===== src/rtl/ysyx_23060020_mc_contr.sv =====
// Multi-cycle RV32I control unit: FETCH/DECODE/EXEC/MEM/WB sequencing, control decode, halt handling.
// Optional performance counters are enabled with YSYX_23060020_CONTR_PERF_EN.
module ysyx_23060020_mc_contr #(
    parameter int unsigned XLEN        = 32,
    parameter int unsigned MEM_TIMEOUT = 255
) (
    input  logic            clk,
    input  logic            rst,
    output logic            ifu_req,
    input  logic            ifu_valid,
    input  logic [31:0]     ifu_inst,
    output logic            lsu_req,
    output logic            lsu_wen,
    input  logic            lsu_done,
    input  logic            br_taken,
    output logic [31:0]     inst,
    output logic [XLEN-1:0] imm,
    output logic            aluamux,
    output logic            alubmux,
    output logic [3:0]      alu_op,
    output logic [1:0]      wb_sel,
    output logic [1:0]      pc_sel,
    output logic            rfwen,
    output logic            pc_wen,
    output logic            halt,
    output logic [1:0]      halt_code,
    output logic [2:0]      state
`ifdef YSYX_23060020_CONTR_PERF_EN
    ,
    output logic [63:0]     perf_cycles,
    output logic [63:0]     perf_instret
`endif
);

    localparam int unsigned CNT_W = 16;

    localparam logic [3:0] ALU_ADD   = 4'd0;
    localparam logic [3:0] ALU_SUB   = 4'd1;
    localparam logic [3:0] ALU_SLL   = 4'd2;
    localparam logic [3:0] ALU_SLT   = 4'd3;
    localparam logic [3:0] ALU_SLTU  = 4'd4;
    localparam logic [3:0] ALU_XOR   = 4'd5;
    localparam logic [3:0] ALU_SRL   = 4'd6;
    localparam logic [3:0] ALU_SRA   = 4'd7;
    localparam logic [3:0] ALU_OR    = 4'd8;
    localparam logic [3:0] ALU_AND   = 4'd9;
    localparam logic [3:0] ALU_PASSB = 4'd10;

    localparam logic [6:0] OPC_OPIMM  = 7'h13;
    localparam logic [6:0] OPC_OP     = 7'h33;
    localparam logic [6:0] OPC_LUI    = 7'h37;
    localparam logic [6:0] OPC_AUIPC  = 7'h17;
    localparam logic [6:0] OPC_JAL    = 7'h6F;
    localparam logic [6:0] OPC_JALR   = 7'h67;
    localparam logic [6:0] OPC_BRANCH = 7'h63;
    localparam logic [6:0] OPC_LOAD   = 7'h03;
    localparam logic [6:0] OPC_STORE  = 7'h23;

    localparam logic [1:0] HC_EBREAK  = 2'd1;
    localparam logic [1:0] HC_ILLEGAL = 2'd2;
    localparam logic [1:0] HC_TIMEOUT = 2'd3;

    typedef enum logic [2:0] {
        S_RST    = 3'd0,
        S_FETCH  = 3'd1,
        S_DECODE = 3'd2,
        S_EXEC   = 3'd3,
        S_MEM    = 3'd4,
        S_WB     = 3'd5,
        S_HALT   = 3'd6
    } state_e;

    typedef enum logic [3:0] {
        C_OPIMM, C_OP, C_LUI, C_AUIPC, C_JAL, C_JALR, C_BRANCH, C_LW, C_SW
    } cls_e;

    state_e            state_q, state_d;
    cls_e              cls_q, cls_d;
    logic [31:0]       inst_q, inst_d;
    logic [XLEN-1:0]   imm_q, imm_d;
    logic              amux_q, amux_d, bmux_q, bmux_d;
    logic [3:0]        alu_q, alu_d;
    logic [1:0]        wb_q, wb_d, pcs_q, pcs_d, hcode_q, hcode_d;
    logic              ifu_req_q, ifu_req_d, lsu_req_q, lsu_req_d, lsu_wen_q, lsu_wen_d;
    logic              rfwen_q, rfwen_d, pc_wen_q, pc_wen_d, halt_q, halt_d;
    logic [CNT_W-1:0]  cnt_q, cnt_d;

    logic [6:0]  opcode, funct7;
    logic [2:0]  funct3;
    logic [31:0] imm_i, imm_s, imm_b, imm_u, imm_j;
    logic [31:0] dec_imm32;
    cls_e        dec_cls;
    logic        dec_ok, dec_ebreak, dec_amux, dec_bmux, writes_rd;
    logic [3:0]  dec_alu;
    logic [1:0]  dec_wb, dec_pcs;

    assign opcode = inst_q[6:0];
    assign funct3 = inst_q[14:12];
    assign funct7 = inst_q[31:25];
    assign imm_i  = {{20{inst_q[31]}}, inst_q[31:20]};
    assign imm_s  = {{20{inst_q[31]}}, inst_q[31:25], inst_q[11:7]};
    assign imm_b  = {{19{inst_q[31]}}, inst_q[31], inst_q[7], inst_q[30:25], inst_q[11:8], 1'b0};
    assign imm_u  = {inst_q[31:12], 12'd0};
    assign imm_j  = {{11{inst_q[31]}}, inst_q[31], inst_q[19:12], inst_q[20], inst_q[30:21], 1'b0};
    assign dec_ebreak = (inst_q == 32'h0010_0073);
    assign writes_rd  = (cls_q != C_BRANCH) && (cls_q != C_SW) && (inst_q[11:7] != 5'd0);

    function automatic logic [3:0] alu_from_f3(input logic [2:0] f3, input logic alt);
        case (f3)
            3'b000:  alu_from_f3 = alt ? ALU_SUB : ALU_ADD;
            3'b001:  alu_from_f3 = ALU_SLL;
            3'b010:  alu_from_f3 = ALU_SLT;
            3'b011:  alu_from_f3 = ALU_SLTU;
            3'b100:  alu_from_f3 = ALU_XOR;
            3'b101:  alu_from_f3 = alt ? ALU_SRA : ALU_SRL;
            3'b110:  alu_from_f3 = ALU_OR;
            default: alu_from_f3 = ALU_AND;
        endcase
    endfunction

    // Instruction decode of the latched word; consumed only in DECODE.
    always_comb begin
        dec_imm32 = 32'd0;
        dec_cls   = C_OP;
        dec_ok    = 1'b1;
        dec_alu   = ALU_ADD;
        dec_amux  = 1'b0;
        dec_bmux  = 1'b0;
        dec_wb    = 2'd0;
        dec_pcs   = 2'd0;
        case (opcode)
            OPC_OPIMM: begin
                dec_cls   = C_OPIMM;
                dec_imm32 = imm_i;
                dec_bmux  = 1'b1;
                dec_alu   = alu_from_f3(funct3, (funct3 == 3'b101) && funct7[5]);
                if (funct3 == 3'b001)      dec_ok = (funct7 == 7'h00);
                else if (funct3 == 3'b101) dec_ok = (funct7 == 7'h00) || (funct7 == 7'h20);
            end
            OPC_OP: begin
                dec_cls = C_OP;
                dec_alu = alu_from_f3(funct3, funct7[5]);
                dec_ok  = (funct7 == 7'h00) ||
                          ((funct7 == 7'h20) && ((funct3 == 3'b000) || (funct3 == 3'b101)));
            end
            OPC_LUI: begin
                dec_cls   = C_LUI;
                dec_imm32 = imm_u;
                dec_bmux  = 1'b1;
                dec_alu   = ALU_PASSB;
            end
            OPC_AUIPC: begin
                dec_cls   = C_AUIPC;
                dec_imm32 = imm_u;
                dec_amux  = 1'b1;
                dec_bmux  = 1'b1;
            end
            OPC_JAL: begin
                dec_cls   = C_JAL;
                dec_imm32 = imm_j;
                dec_wb    = 2'd2;
                dec_pcs   = 2'd1;
            end
            OPC_JALR: begin
                dec_cls   = C_JALR;
                dec_imm32 = imm_i;
                dec_wb    = 2'd2;
                dec_pcs   = 2'd2;
                dec_ok    = (funct3 == 3'b000);
            end
            OPC_BRANCH: begin
                dec_cls   = C_BRANCH;
                dec_imm32 = imm_b;
                case (funct3)
                    3'b000, 3'b001: dec_alu = ALU_SUB;
                    3'b100, 3'b101: dec_alu = ALU_SLT;
                    3'b110, 3'b111: dec_alu = ALU_SLTU;
                    default:        dec_ok  = 1'b0;
                endcase
            end
            OPC_LOAD: begin
                dec_cls   = C_LW;
                dec_imm32 = imm_i;
                dec_bmux  = 1'b1;
                dec_wb    = 2'd1;
                dec_ok    = (funct3 == 3'b010);
            end
            OPC_STORE: begin
                dec_cls   = C_SW;
                dec_imm32 = imm_s;
                dec_bmux  = 1'b1;
                dec_ok    = (funct3 == 3'b010);
            end
            default: dec_ok = 1'b0;
        endcase
    end

    // Next-state and registered-output logic.
    always_comb begin
        state_d = state_q;
        cls_d   = cls_q;
        inst_d  = inst_q;
        imm_d   = imm_q;
        amux_d  = amux_q;
        bmux_d  = bmux_q;
        alu_d   = alu_q;
        wb_d    = wb_q;
        pcs_d   = pcs_q;
        hcode_d = hcode_q;
        cnt_d   = '0;
        case (state_q)
            S_RST:   state_d = S_FETCH;
            S_FETCH: begin
                if (ifu_valid) begin
                    inst_d  = ifu_inst;
                    state_d = S_DECODE;
                end
            end
            S_DECODE: begin
                if (dec_ebreak) begin
                    hcode_d = HC_EBREAK;
                    state_d = S_HALT;
                end else if (!dec_ok) begin
                    hcode_d = HC_ILLEGAL;
                    state_d = S_HALT;
                end else begin
                    cls_d   = dec_cls;
                    imm_d   = XLEN'($signed(dec_imm32));
                    amux_d  = dec_amux;
                    bmux_d  = dec_bmux;
                    alu_d   = dec_alu;
                    wb_d    = dec_wb;
                    pcs_d   = dec_pcs;
                    state_d = S_EXEC;
                end
            end
            S_EXEC: begin
                if (cls_q == C_BRANCH) pcs_d = br_taken ? 2'd1 : 2'd0;
                state_d = ((cls_q == C_LW) || (cls_q == C_SW)) ? S_MEM : S_WB;
            end
            S_MEM: begin
                // lsu_done takes priority over a timeout in the same cycle
                if (lsu_done) begin
                    state_d = S_WB;
                end else if (cnt_q == CNT_W'(MEM_TIMEOUT - 1)) begin
                    hcode_d = HC_TIMEOUT;
                    state_d = S_HALT;
                end else begin
                    cnt_d = cnt_q + CNT_W'(1);
                end
            end
            S_WB:    state_d = S_FETCH;
            S_HALT:  state_d = S_HALT;
            default: state_d = S_RST;
        endcase
        ifu_req_d = (state_d == S_FETCH);
        lsu_req_d = (state_d == S_MEM);
        lsu_wen_d = (state_d == S_MEM) && (cls_q == C_SW);
        pc_wen_d  = (state_d == S_WB);
        rfwen_d   = (state_d == S_WB) && writes_rd;
        halt_d    = (state_d == S_HALT);
    end

    always_ff @(posedge clk or posedge rst) begin
        if (rst) begin
            state_q   <= S_RST;
            cls_q     <= C_OPIMM;
            inst_q    <= '0;
            imm_q     <= '0;
            amux_q    <= 1'b0;
            bmux_q    <= 1'b0;
            alu_q     <= '0;
            wb_q      <= '0;
            pcs_q     <= '0;
            hcode_q   <= '0;
            cnt_q     <= '0;
            ifu_req_q <= 1'b0;
            lsu_req_q <= 1'b0;
            lsu_wen_q <= 1'b0;
            rfwen_q   <= 1'b0;
            pc_wen_q  <= 1'b0;
            halt_q    <= 1'b0;
        end else begin
            state_q   <= state_d;
            cls_q     <= cls_d;
            inst_q    <= inst_d;
            imm_q     <= imm_d;
            amux_q    <= amux_d;
            bmux_q    <= bmux_d;
            alu_q     <= alu_d;
            wb_q      <= wb_d;
            pcs_q     <= pcs_d;
            hcode_q   <= hcode_d;
            cnt_q     <= cnt_d;
            ifu_req_q <= ifu_req_d;
            lsu_req_q <= lsu_req_d;
            lsu_wen_q <= lsu_wen_d;
            rfwen_q   <= rfwen_d;
            pc_wen_q  <= pc_wen_d;
            halt_q    <= halt_d;
        end
    end

    assign ifu_req   = ifu_req_q;
    assign lsu_req   = lsu_req_q;
    assign lsu_wen   = lsu_wen_q;
    assign inst      = inst_q;
    assign imm       = imm_q;
    assign aluamux   = amux_q;
    assign alubmux   = bmux_q;
    assign alu_op    = alu_q;
    assign wb_sel    = wb_q;
    assign pc_sel    = pcs_q;
    assign rfwen     = rfwen_q;
    assign pc_wen    = pc_wen_q;
    assign halt      = halt_q;
    assign halt_code = hcode_q;
    assign state     = state_q;

`ifdef YSYX_23060020_CONTR_PERF_EN
    logic [63:0] perf_cycles_q, perf_cycles_d, perf_instret_q, perf_instret_d;

    // Counters naturally freeze in HALT and are cleared by reset.
    always_comb begin
        perf_cycles_d  = perf_cycles_q;
        perf_instret_d = perf_instret_q;
        if ((state_q != S_RST) && (state_q != S_HALT)) perf_cycles_d = perf_cycles_q + 64'd1;
        if (state_q == S_WB) perf_instret_d = perf_instret_q + 64'd1;
    end

    always_ff @(posedge clk or posedge rst) begin
        if (rst) begin
            perf_cycles_q  <= '0;
            perf_instret_q <= '0;
        end else begin
            perf_cycles_q  <= perf_cycles_d;
            perf_instret_q <= perf_instret_d;
        end
    end

    assign perf_cycles  = perf_cycles_q;
    assign perf_instret = perf_instret_q;
`endif

endmodule


===== config.mk =====
export PLATFORM = sky130hd
export DESIGN_NAME = ysyx_23060020_mc_contr
export DESIGN_NICKNAME = d
export VERILOG_FILES = /design/src/rtl/ysyx_23060020_mc_contr.sv
export SDC_FILE = /design/constraint.sdc
export NUM_CORES = 1
export LEC_CHECK = 0
export ABC_CLOCK_PERIOD_IN_PS = 9820
export BUFFER_PORTS_ARGS = -buffer_cell sky130_fd_sc_hd__clkbuf_2
export CAP_MARGIN = 20
export CORE_MARGIN = 5
export CORE_UTILIZATION = 55
export CTS_CLUSTER_DIAMETER = 200
export DETAILED_ROUTE_END_ITERATION = 12
export PLACE_DENSITY = 0.81
export SYNTH_ARGS = -nofsm -noshare
export SYNTH_HDL_FRONTEND = slang
export SYNTH_SLANG_ARGS = --single-unit

===== constraint.sdc =====
create_clock -name clk -period 9.82 [get_ports clk]
set_input_delay 1.473 -clock clk [delete_from_list [all_inputs] [get_ports clk]]
set_output_delay 1.473 -clock clk [all_outputs]
set_load 0.005 [all_outputs]

==> Yosys cells after proc, flatten, opt, wreduce, memory -nomap -nowiden <==
Index checks and enable logic that the tools add are counted.
{ "classes": {"mux": 38, "add_sub_neg": 1, "n_eq_ne": 40, "n_reduce_logical": 31, "bitwise": 1} }
{ "ops": {"columns": ["op", "n"], "rows": [
  ["$pmux W32 S5", 1],
  ["$pmux W4 S7", 2],
  ["$mux W16", 3],
  ["$eq A32 B21 Y1 const B", 1],
  ["$pmux W4 S8", 1],
  ["$eq A3 B3 Y1 const B", 10],
  ["$eq A7 B6 Y1 const B", 4],
  ["$eq A7 B7 Y1 const B", 3],
  ["$pmux W3 S6", 1],
  ["$add A16 B1 Y16 const B", 1],
  ["$eq A16 B8 Y1 const B", 1],
  ["$pmux W2 S2", 4],
  ["$pmux W4 S4", 1],
  ["$mux W3", 5],
  ["$eq A7 B5 Y1 const B", 2],
  ["$mux W2", 7],
  ["$reduce_or A2 Y1", 7],
  ["$eq A3 B2 Y1 const B", 4],
  ["$mux W1", 11],
  ["$ne A2 B2 Y1 const B", 5],
  ["$eq A3 B1 Y1 const B", 3],
  ["$pmux W3 S3", 1],
  ["$eq A4 B3 Y1 const B", 2],
  ["$reduce_and A4 Y1", 2],
  ["18 further kinds", 29]
]} }
{ "word_totals": {"wordCells": 128, "ff_bits": 105, "out_inout_bits": 85, "in_bits": 37} }

==> Depth between registers and ports, before layout <==
Gate-level depths: netlist (run 1).
{ "logic_depth": {"ltp_word": 10, "mapped_depth": 8, "ltp_nobuf": 6} }

==> Least setup slack after synthesis (run 1) <==
No wires, ideal clock.
{ "synth_path": {"path_kind": "input to register", "from": "input ifu_valid", "to": "register inst_q[10] (netlist: inst[10])", "arrival_ns": 2.609, "cell_stages": 4, "t_required_ns": 9.695, "path_buffers": 1, "slack_ns": 7.086, "setup_ns": 0.125, "cell_sequence": "nand2_1 nor3_2 clkbuf_1 mux2_2"} }
{ "synth_between": {"elab_chain_cells": 1} }
{ "synth_lines": {"columns": ["element", "line", "text"], "rows": [
  ["start: declaration", "10", "input logic ifu_valid,"],
  ["$reduce_and A2 Y1 (no line)", null, null],
  ["end signal: assignment", "286", "inst_q <= inst_d;"],
  ["end: declaration", "79", "logic [31:0] inst_q, inst_d;"]
]} }
Every way passes these cells.
A chain may end at the register's enable or synchronous reset.

==> Final worst setup path (run 1) <==
{ "layout_path": {"from": "register inst_q[3] (netlist: inst[3])", "to": "register wb_q[1] (netlist: wb_sel[1])"} }
{ "layout_between": {"elab_chain_cells": 4, "word_cells_on_any_way": 17, "classes_between": "eq/ne: 10; mux: 2; bitwise: 1; reduce/logical: 4"} }
{ "layout_lines": {"columns": ["element", "line", "text"], "rows": [
  ["$eq A7 B7 Y1 (tied with other cells)", "131", "case (opcode)"],
  ["$reduce_or A3 Y1 (no line) or $reduce_or A2 Y1 (tied branches)", null, null],
  ["$pmux W1 S6", "131", null],
  ["$reduce_and A3 Y1 (no line)", null, null],
  ["end signal: assignment", "291", "wb_q <= wb_d;"],
  ["end: declaration", "83", "logic [1:0] wb_q, wb_d, pcs_q, pcs_d, hcode_q, hcode_d;"]
]} }
Parallel ways exist; a longest one is shown, timed or not.

==> flow_summary.ini, run 1 <==
[status]
status = finished, final reports clean

[synth]
netlist_area_sq_um = 5164
synthSimpleGateAreaFrac = 0.1573
synthXorXnorAreaFrac = 0.02544
syn_nets = 495
avgSynthCellArea_sq_um = 11.32
synth.distinct_cells = 68
synthAdderAreaFrac = 0.004846
synth_mux_area_frac = 0.09450
synthCells = 456
synth_top_family_by_area = compound AO/OA/AOI/OAI gates
ys_async_sr_fraction = 1.000
ys_seq_area_frac = 0.5088
synth_top_area_frac = 0.5088
ys_top_cells_by_area = dfrtp_1 (51%), mux2_2 (8.3%), a2bb2oi_2 (2.9%)
yosysWarnings = 0
ys_ff_latch = 105
synth_ff_type = dfrtp_1
synth_compound_area_frac = 0.1684
yosysTopAreaCell = dfrtp_1
synth_edf_count = 0

[power]
ir_worst_vdd_mv = 0.1667
p_per_area_nw_per_um2 = 258.5
p_leak_nw = 2.753
power_w = 0.001557

[clock_tree]
worstSkewPairLatency_ns = 0.37
cts_tree = done
ctsRootBufferMaster = clkbuf_8
cts.path.max_buffers = 2
clock_sinks = 105
postCtsSetupRepairBufs = 0
hold_buffers = 0
htreeDepth = 3
ctsResizeCount = 0
cts_made_buffers = 9
clkTransAtPathRegs_ns = 0.10

[placement]
dp_slack_ns = 7.007
hpwl_um = 9482
port_buffers = 121
gp_congestion = 0.9465

[critical_path]
arrival_ns = 3.11
cp.required_ns = 10.07
crit_fanout = 31
startpoint_type = flip-flop
worst-setup-path-type = reg2reg
crit_path_end_kind = flip-flop

[routing]
postRouteAntennaNets = 0
wl_um = 13090
num_vias = 4186
first_pass_iters = 5
drc = 0
drt-vias-per-instance = 6.138
wl_per_cell_um = 19.20
drtIter0Drc = 416

[finish]
drive_gt1_frac = 0.3573
area_delta_synth_final_pct = 16.60
layout_commonest_cell = clkbuf_2
fin_nets = 605
n_antenna_cell = 0
layout_common_cells = clkbuf_2 (121), dfrtp_1 (105), mux2_2 (38)
n_fill_cell = 707
utilization = 0.6547

[floorplanning]
start_util = 0.5615
die_area_sq_um = 11430
fp.dieW_um = 106.9
die_height_um = 106.9
fp.coreArea_sq_um = 9196
ios = 122
num_rows = 35

[timing]
period_share = 0.2903
setup_slack_ns = 6.969
slew_headroom = 0.3638
fmax_ghz = 0.3508
tns_ns = 0
fin_hold_ws_ns = 0.5187
finalSetupViolCount = 0
period_needed_ns = 2.851
clock_skew_ns = 0.01609
slew_viol_final = 0
rsz0062_at_grt = no
worst_pin_slew_ns = 0.9470
hold_viol_final = 0

[job]
drv_cap = 0

[global_route]
grt_pass1_vias = 4258
antenna_found_initial = 0
gr-total-overflow = 0
grt_pass1_wl_um = 21580
grt_max_degree = 66
grt_usage = 0.2371

[hold_path]
hold_path_class = reg2reg
[sequential cells by signal, summed over array words and instances, names as in the netlist]
signal     flops
alu_op         4
aluamux        1
alubmux        1
cls_q          4
cnt_q         16
halt           1
halt_code      2
ifu_req        1
imm           32
inst          32
lsu_req        1
lsu_wen        1
pc_sel         2
pc_wen         1
rfwen          1
state          3
wb_sel         2
[path summary, 6_finish.rpt]
kind / startpoint / end / slack [ns] / depth (start not counted)
max: inst[3] / wb_sel[1] / 6.97 / 6
min: wb_sel[0] / wb_sel[0] / 0.52 / 1
max reg2reg: inst[3] / wb_sel[1] / 6.97 / 6
min reg2reg: wb_sel[0] / wb_sel[0] / 0.52 / 1
max in group asynchronous: rst / inst[3] / 7.51 / 3
min in group asynchronous: rst / lsu_wen / 1.12 / 2
[area by class of cell]
class / instances / area [sq um] / share of cell area
well taps: 111 / 138.9 / 0.02307
flip-flops and latches: 105 / 2628 / 0.4364
inverters: 11 / 43.79 / 0.007273
repair buffers: 128 / 658.1 / 0.1093
multi-input cells: 311 / 2332 / 0.3874
clock inverters: 7 / 96.34 / 0.01600
clock buffers: 9 / 123.9 / 0.02057
[through the flow]
step	area [sq um]	std cells
2_1_floorplan	5164	456
3_3_place_gp	5793	665
3_5_place_dp	5793	665
4_1_cts	6013	681
5_1_grt	6021	682
6_report	6021	682
[where the power goes]
group          switching, W  internal, W
combinational      0.000249     0.000274
sequential         0.000198     0.000549
clock              0.000162     0.000126
[cells in the mapped netlist, types with 4 or more instances]
library cell and instances:
dfrtp_1 105, and2_1 5, o22a_1 14, a21oi_1 8, nor3_1 12, mux2i_1 6, o21ai_0 10, buf_6 4
a2bb2oi_2 10, xnor2_1 7, a221o_1 4, nand4_1 7, a211o_1 9, nand3_1 17, clkbuf_1 15, inv_1 11
xor2_1 8, nor2b_1 8, nor2_1 34, mux2_2 38, nor4_1 4, o2bb2ai_1 8, and3_1 4, nand2_1 33
buf_2 8
[cell families (layout without fill, tap and decap cells)]
family	count (synthesis)	count (layout)
mux	44	44
simple gates	152	152
flops	105	105
xor+xnor	15	15
buf+inv	40	155
fa+ha+maj	2	2
compound gates	98	98
[critical path, cell delays in order (launching register included)]
cell and delay [ns]:
dfrtp_1 0.54, and4bb_1 0.50, nand2_1 0.21, o311a_4 0.40
a21oi_4 0.26, buf_4 0.43, mux2_2 0.39
[metal layers]
layer  wire length (um)  GRT usage  vias to the layer above
met1               5435     0.3122                     2072
met4                360    0.08767                        0
met5                  0          0                        -
met3                997    0.04937                       37
met2               6298     0.3880                      176
li1                   -          -                     1901
Note: power is estimated with default switching activity, not from simulation.
==> run 2: changes to the inputs <==
ABC_CLOCK_PERIOD_IN_PS = 2550   (was 9820)
CORE_UTILIZATION = 49   (was 55)
PLACE_DENSITY = 0.77   (was 0.81)
clock period = 2.55 ns   (was 9.82 ns; I/O delays follow)
==> flow_summary.ini, run 2 (synthesis gave the netlist of run 1 again) <==
[status]
status = finished, final reports clean

[floorplanning]
die_height_um = 112.7
start_util = 0.5002
fp.coreArea_sq_um = 10320
ios = 122
die_area_sq_um = 12690
num_rows = 37
fp.dieW_um = 112.7

[clock_tree]
cts_made_buffers = 9
ctsResizeCount = 0
worstSkewPairLatency_ns = 0.39
htreeDepth = 3
cts.path.max_buffers = 2
cts_tree = done
ctsRootBufferMaster = clkbuf_8
clkTransAtPathRegs_ns = 0.12
postCtsSetupRepairBufs = 0
clock_sinks = 105

[global_route]
grt_usage = 0.2252
grt_use_met3 = 0.06469
antenna_found_initial = 0
use_met1 = 0.2968
grt_pass1_vias = 4461
grt_max_degree = 68
top_usage_layer = met2
grt_pass1_wl_um = 23220
globalRouteMet2Util = 0.3594
gr-total-overflow = 0

[finish]
fin_nets = 631
layout_common_cells = clkbuf_2 (121), dfrtp_1 (105), mux2_2 (38)
layout_commonest_cell = clkbuf_2
area_delta_synth_final_pct = 21.71
n_antenna_cell = 0
n_fill_cell = 884
utilization = 0.6088
drive_gt1_frac = 0.3836

[routing]
num_vias = 4236
postRouteAntennaNets = 0
first_pass_iters = 5
drc = 0
wl_um = 13670
drtIter0Drc = 363
drt-vias-per-instance = 5.779
wl_per_cell_um = 18.65

[critical_path]
cpPeakStageDelay_ns = 0.42
crit_slowest_cell = dfrtp_1
crit_path_end_kind = flip-flop
worst-setup-path-type = reg2reg
crit_fanout = 12
r2r_slack_ns = 0.22
arrival_ns = 2.65
cp.required_ns = 2.87
worstRegToRegCells = 7
r2r_end = imm[11]
startpoint_type = flip-flop
rr_startpoint = inst[31]
path_cells = nor4_4 -> a311oi_2 -> o311a_4 -> a21oi_4 -> buf_12 -> buf_4 -> mux2i_1

[timing]
slew_viol_final = 0
worst_pin_slew_ns = 0.5261
hold_viol_final = 0
period_needed_ns = 2.328
tns_ns = 0
fmax_ghz = 0.4295
setup_slack_ns = 0.2220
finalSetupViolCount = 0
slew_headroom = 0.6493
period_share = 0.9130
rsz0062_at_grt = no
clock_skew_ns = 0.02700

[hold_path]
worstHoldEndpoint = inst[14]
min-delay-start = ifu_inst[14]
hold_depth = 3
hold_path_class = in2reg

[power]
p_per_area_nw_per_um2 = 1002
ir_worst_vdd_mv = 0.8197
p_leak_nw = 2.891

[job]
drv_cap = 0

[placement]
gp_congestion = 0.8916
port_buffers = 121
dp_slack_ns = 0.2459
hpwl_um = 9991
[run 2: cell types whose count changed in the layout (fill, tap and decap cells not counted), sizes merged]
cell	previous run	this run
dlygate4sd3	0	1
buf	7	32
[run 2: worst max path at each step]
| stage | startpoint | to | slack, ns | depth (start not counted) |
|---|---|---|---|---|
| after floorplan | inst[12] | alu_op[0] | 0.46 | 7 |
| after global placement | inst[31] | imm[11] | 0.27 | 7 |
| after detailed placement | inst[31] | imm[11] | 0.25 | 7 |
| after CTS | inst[31] | imm[11] | 0.21 | 7 |
| after global routing | inst[31] | imm[30] | 0.1 | 7 |
| final | inst[31] | imm[11] | 0.22 | 7 |
[run 2: routing by layer]
metal | vias up | part of all wire
met3 | 29 | 0.083
li1 | 1948 | -
met5 | - | 0
met4 | 0 | 0.022
met1 | 2073 | 0.42
met2 | 186 | 0.48
[run 2: final cells by class]
class                   instances  area [sq um]  area share
flip-flops and latches        105          2628      0.4181
multi-input cells             311          2332      0.3711
repair buffers                154         880.8      0.1402
well taps                     136         170.2     0.02708
clock buffers                   9         123.9     0.01971
clock inverters                 7         105.1     0.01672
inverters                      11         45.04    0.007167
[run 2: repair_timing]
action	CTS	global route
endpoints found under the setup margin	0	0
hold buffers	1	0
endpoints found under the hold margin	8	0
[run 2: through the flow]
stage / hold WS [ns] / power [W] / std cells / cell area [sq um]
5_1_grt: 0.2070 / 0.006704 / 733 / 6285
3_3_place_gp: 0.3184 / 0.005102 / 716 / 6046
6_report: 0.1978 / 0.006299 / 733 / 6285
4_1_cts: 0.1956 / 0.006328 / 733 / 6285
2_1_floorplan: 0.4608 / 0.004021 / 456 / 5167
3_5_place_dp: 0.3202 / 0.005170 / 716 / 6046
[run 2: report_power, final]
part | internal, W | leakage, nW | switching, W
Combinational | 0.00124 | 1.41 | 0.00127
Sequential | 0.00212 | 1.37 | 0.000514
Clock | 0.000495 | 0.115 | 0.000661
[run 2: worst max-delay path: cells and delay by family, from the launching register on]
| family | cells | cell delay [ns] |
|---|---|---|
| and+or+nand+nor | 1 | 0.37 |
| buffers and inverters | 2 | 0.41 |
| DFF | 1 | 0.42 |
| muxes | 1 | 0.21 |
| AOI/OAI and AO/OA | 3 | 0.84 |
==> run 3: changes to the inputs <==
ABC_AREA = 1   (was default)
GPL_TIMING_DRIVEN = 0   (was default)
==> flow_summary.ini, run 3 <==
[synth]
netlist_area_sq_um = 5112
synthMostInstantiatedCell = nand2_1
synth_compound_area_frac = 0.1185
synth.distinct_cells = 40
syn_nets = 670
ys_async_sr_fraction = 1.000
synth_top_family_by_area = simple AND/OR/NAND/NOR gates
synth_common_cells = nand2_1 (196), dfrtp_1 (105), o21ai_0 (63), inv_1 (59), nor2_1 (59)
ys_seq_area_frac = 0.5140
yosysWarnings = 0
synth_edf_count = 0
ys_ff_latch = 105
yosysTopAreaCell = dfrtp_1
ys_top_cells_by_area = dfrtp_1 (51%), nand2_1 (14%), o21ai_0 (6.2%)
synth_ff_type = dfrtp_1
synth_mux_area_frac = 0
synth_top_area_frac = 0.5140
synthXorXnorAreaFrac = 0.006853
synthAdderAreaFrac = 0.004895
synthSimpleGateAreaFrac = 0.2844
synthCells = 631
avgSynthCellArea_sq_um = 8.102

[global_route]
grt_usage = 0.2284
use_met1 = 0.3173
grt_use_met3 = 0.05984
top_usage_layer = met2
globalRouteMet2Util = 0.3520
grt_pass1_vias = 4634
grt_pass1_wl_um = 23150
gr-total-overflow = 0
antenna_found_initial = 0
grt_max_degree = 44

[floorplanning]
die_height_um = 112.1
start_util = 0.4997
die_area_sq_um = 12580
fp.coreArea_sq_um = 10230
ios = 122
num_rows = 37
fp.dieW_um = 112.1

[routing]
drtIter0Drc = 390
num_vias = 4767
drt-vias-per-instance = 5.267
wl_um = 14270
wl_per_cell_um = 15.77
drc = 0
first_pass_iters = 5
postRouteAntennaNets = 0

[power]
ir_worst_vdd_mv = 0.4797
p_per_area_nw_per_um2 = 850.5
p_leak_nw = 3.177

[timing]
tns_ns = 0
rsz0062_at_grt = no
slew_viol_final = 0
fmax_ghz = 0.4528
hold_viol_final = 0
fin_hold_ws_ns = 0.1233
period_needed_ns = 2.208
period_share = 0.8660
worst_pin_slew_ns = 0.7737
clock_skew_ns = 0.01311
finalSetupViolCount = 0
slew_headroom = 0.4831

[placement]
port_buffers = 121
gp_congestion = 0.9167
hpwl_um = 11040

[finish]
layout_common_cells = nand2_1 (196), clkbuf_2 (122), dfrtp_1 (105)
fin_nets = 804
n_antenna_cell = 0
utilization = 0.6018
drive_gt1_frac = 0.2380
layout_commonest_cell = nand2_1
area_delta_synth_final_pct = 20.44

[clock_tree]
ctsRootBufferMaster = clkbuf_8
postCtsSetupRepairBufs = 0
hold_buffers = 0
cts_tree = done
clock_sinks = 105
htreeDepth = 3
clkTransAtPathRegs_ns = 0.10
worstSkewPairLatency_ns = 0.37
ctsResizeCount = 0
cts_made_buffers = 9
cts.path.max_buffers = 2

[critical_path]
cp.required_ns = 2.78
crit_fanout = 10
arrival_ns = 2.44
worst-setup-path-type = reg2reg
r2r_slack_ns = 0.34
worstRegToRegCells = 9
r2r_end = imm[4]
rr_startpoint = inst[14]
crit_path_end_kind = flip-flop
startpoint_type = flip-flop
cp-startpoint = inst[14]

[hold_path]
hold_path_class = in2async

[status]
status = finished, final reports clean

[job]
drv_cap = 0
run 3: cell types whose count changed after synthesis, sizes merged, moves of 15 or more:
cell	before	now
nand2	33	205
o21ai	13	85
inv	11	62
nor2	34	66
mux2	38	0
o22a	15	0
run 3: routing by layer:
metal / vias up / share of wire / routed length (um)
met4: 0 / 0.016 / 223
met2: 191 / 0.46 / 6566
met3: 18 / 0.080 / 1138
met5: - / 0 / 0
li1: 2301 / - / -
met1: 2257 / 0.44 / 6345
run 3: layout make-up:
class | instances | area [sq um]
tap | 136 | 170.2
buffer | 17 | 128.9
inverter | 63 | 240.2
clock inverter | 4 | 73.82
timing repair buffer | 123 | 645.6
sequential | 105 | 2628
fill | 886 | 4074
multi-input combinational | 446 | 2120
clock buffer | 11 | 151.4
run 3: power breakdown:
group	internal (W)	switching, W	total (W)
registers	0.00200	0.000406	0.00240
logic	0.000585	0.00108	0.00167
clock network	0.000604	0.000560	0.00116
run 3: logic make-up after synthesis:
kind of cell,Yosys count
AOI/OAI and AO/OA,109
xor gates and xnor gates,4
adders and majority gates,2
buffers and inverters,80
DFF,105
and+or+nand+nor,331
run 3: stage by stage:
step / instances / setup slack [ns] / power, W / cell area [sq um]
after detailed placement: 890 / 0.4142 / 0.004084 / 5932
after global routing: 905 / 0.1430 / 0.005572 / 6157
after global placement: 888 / 0.2964 / 0.004019 / 5892
final: 905 / 0.3417 / 0.005237 / 6157
after floorplan: 631 / 0.9080 / 0.003300 / 5116
after CTS: 905 / 0.3826 / 0.005241 / 6157
run 3: how the worst max path moves through the flow:
stage | to | slack, ns | depth (start not counted)
finish | imm[4] | 0.34 | 9
global route | imm[19] | 0.14 | 10
CTS | imm[4] | 0.38 | 9
detailed placement | imm[6] | 0.41 | 9
global placement | alu_op[3] | 0.30 | 2
floorplan | alu_op[0] | 0.91 | 1
run 3: worst max-delay path: stages (launching register included):
cell      delay (ns)
dfrtp_1         0.49
inv_1           0.22
nand2_1         0.18
nand3b_1        0.12
nand2_1         0.06
nor2_2          0.15
nand3_2         0.10
nand2_4         0.10
clkbuf_1        0.49
o21ai_1         0.16
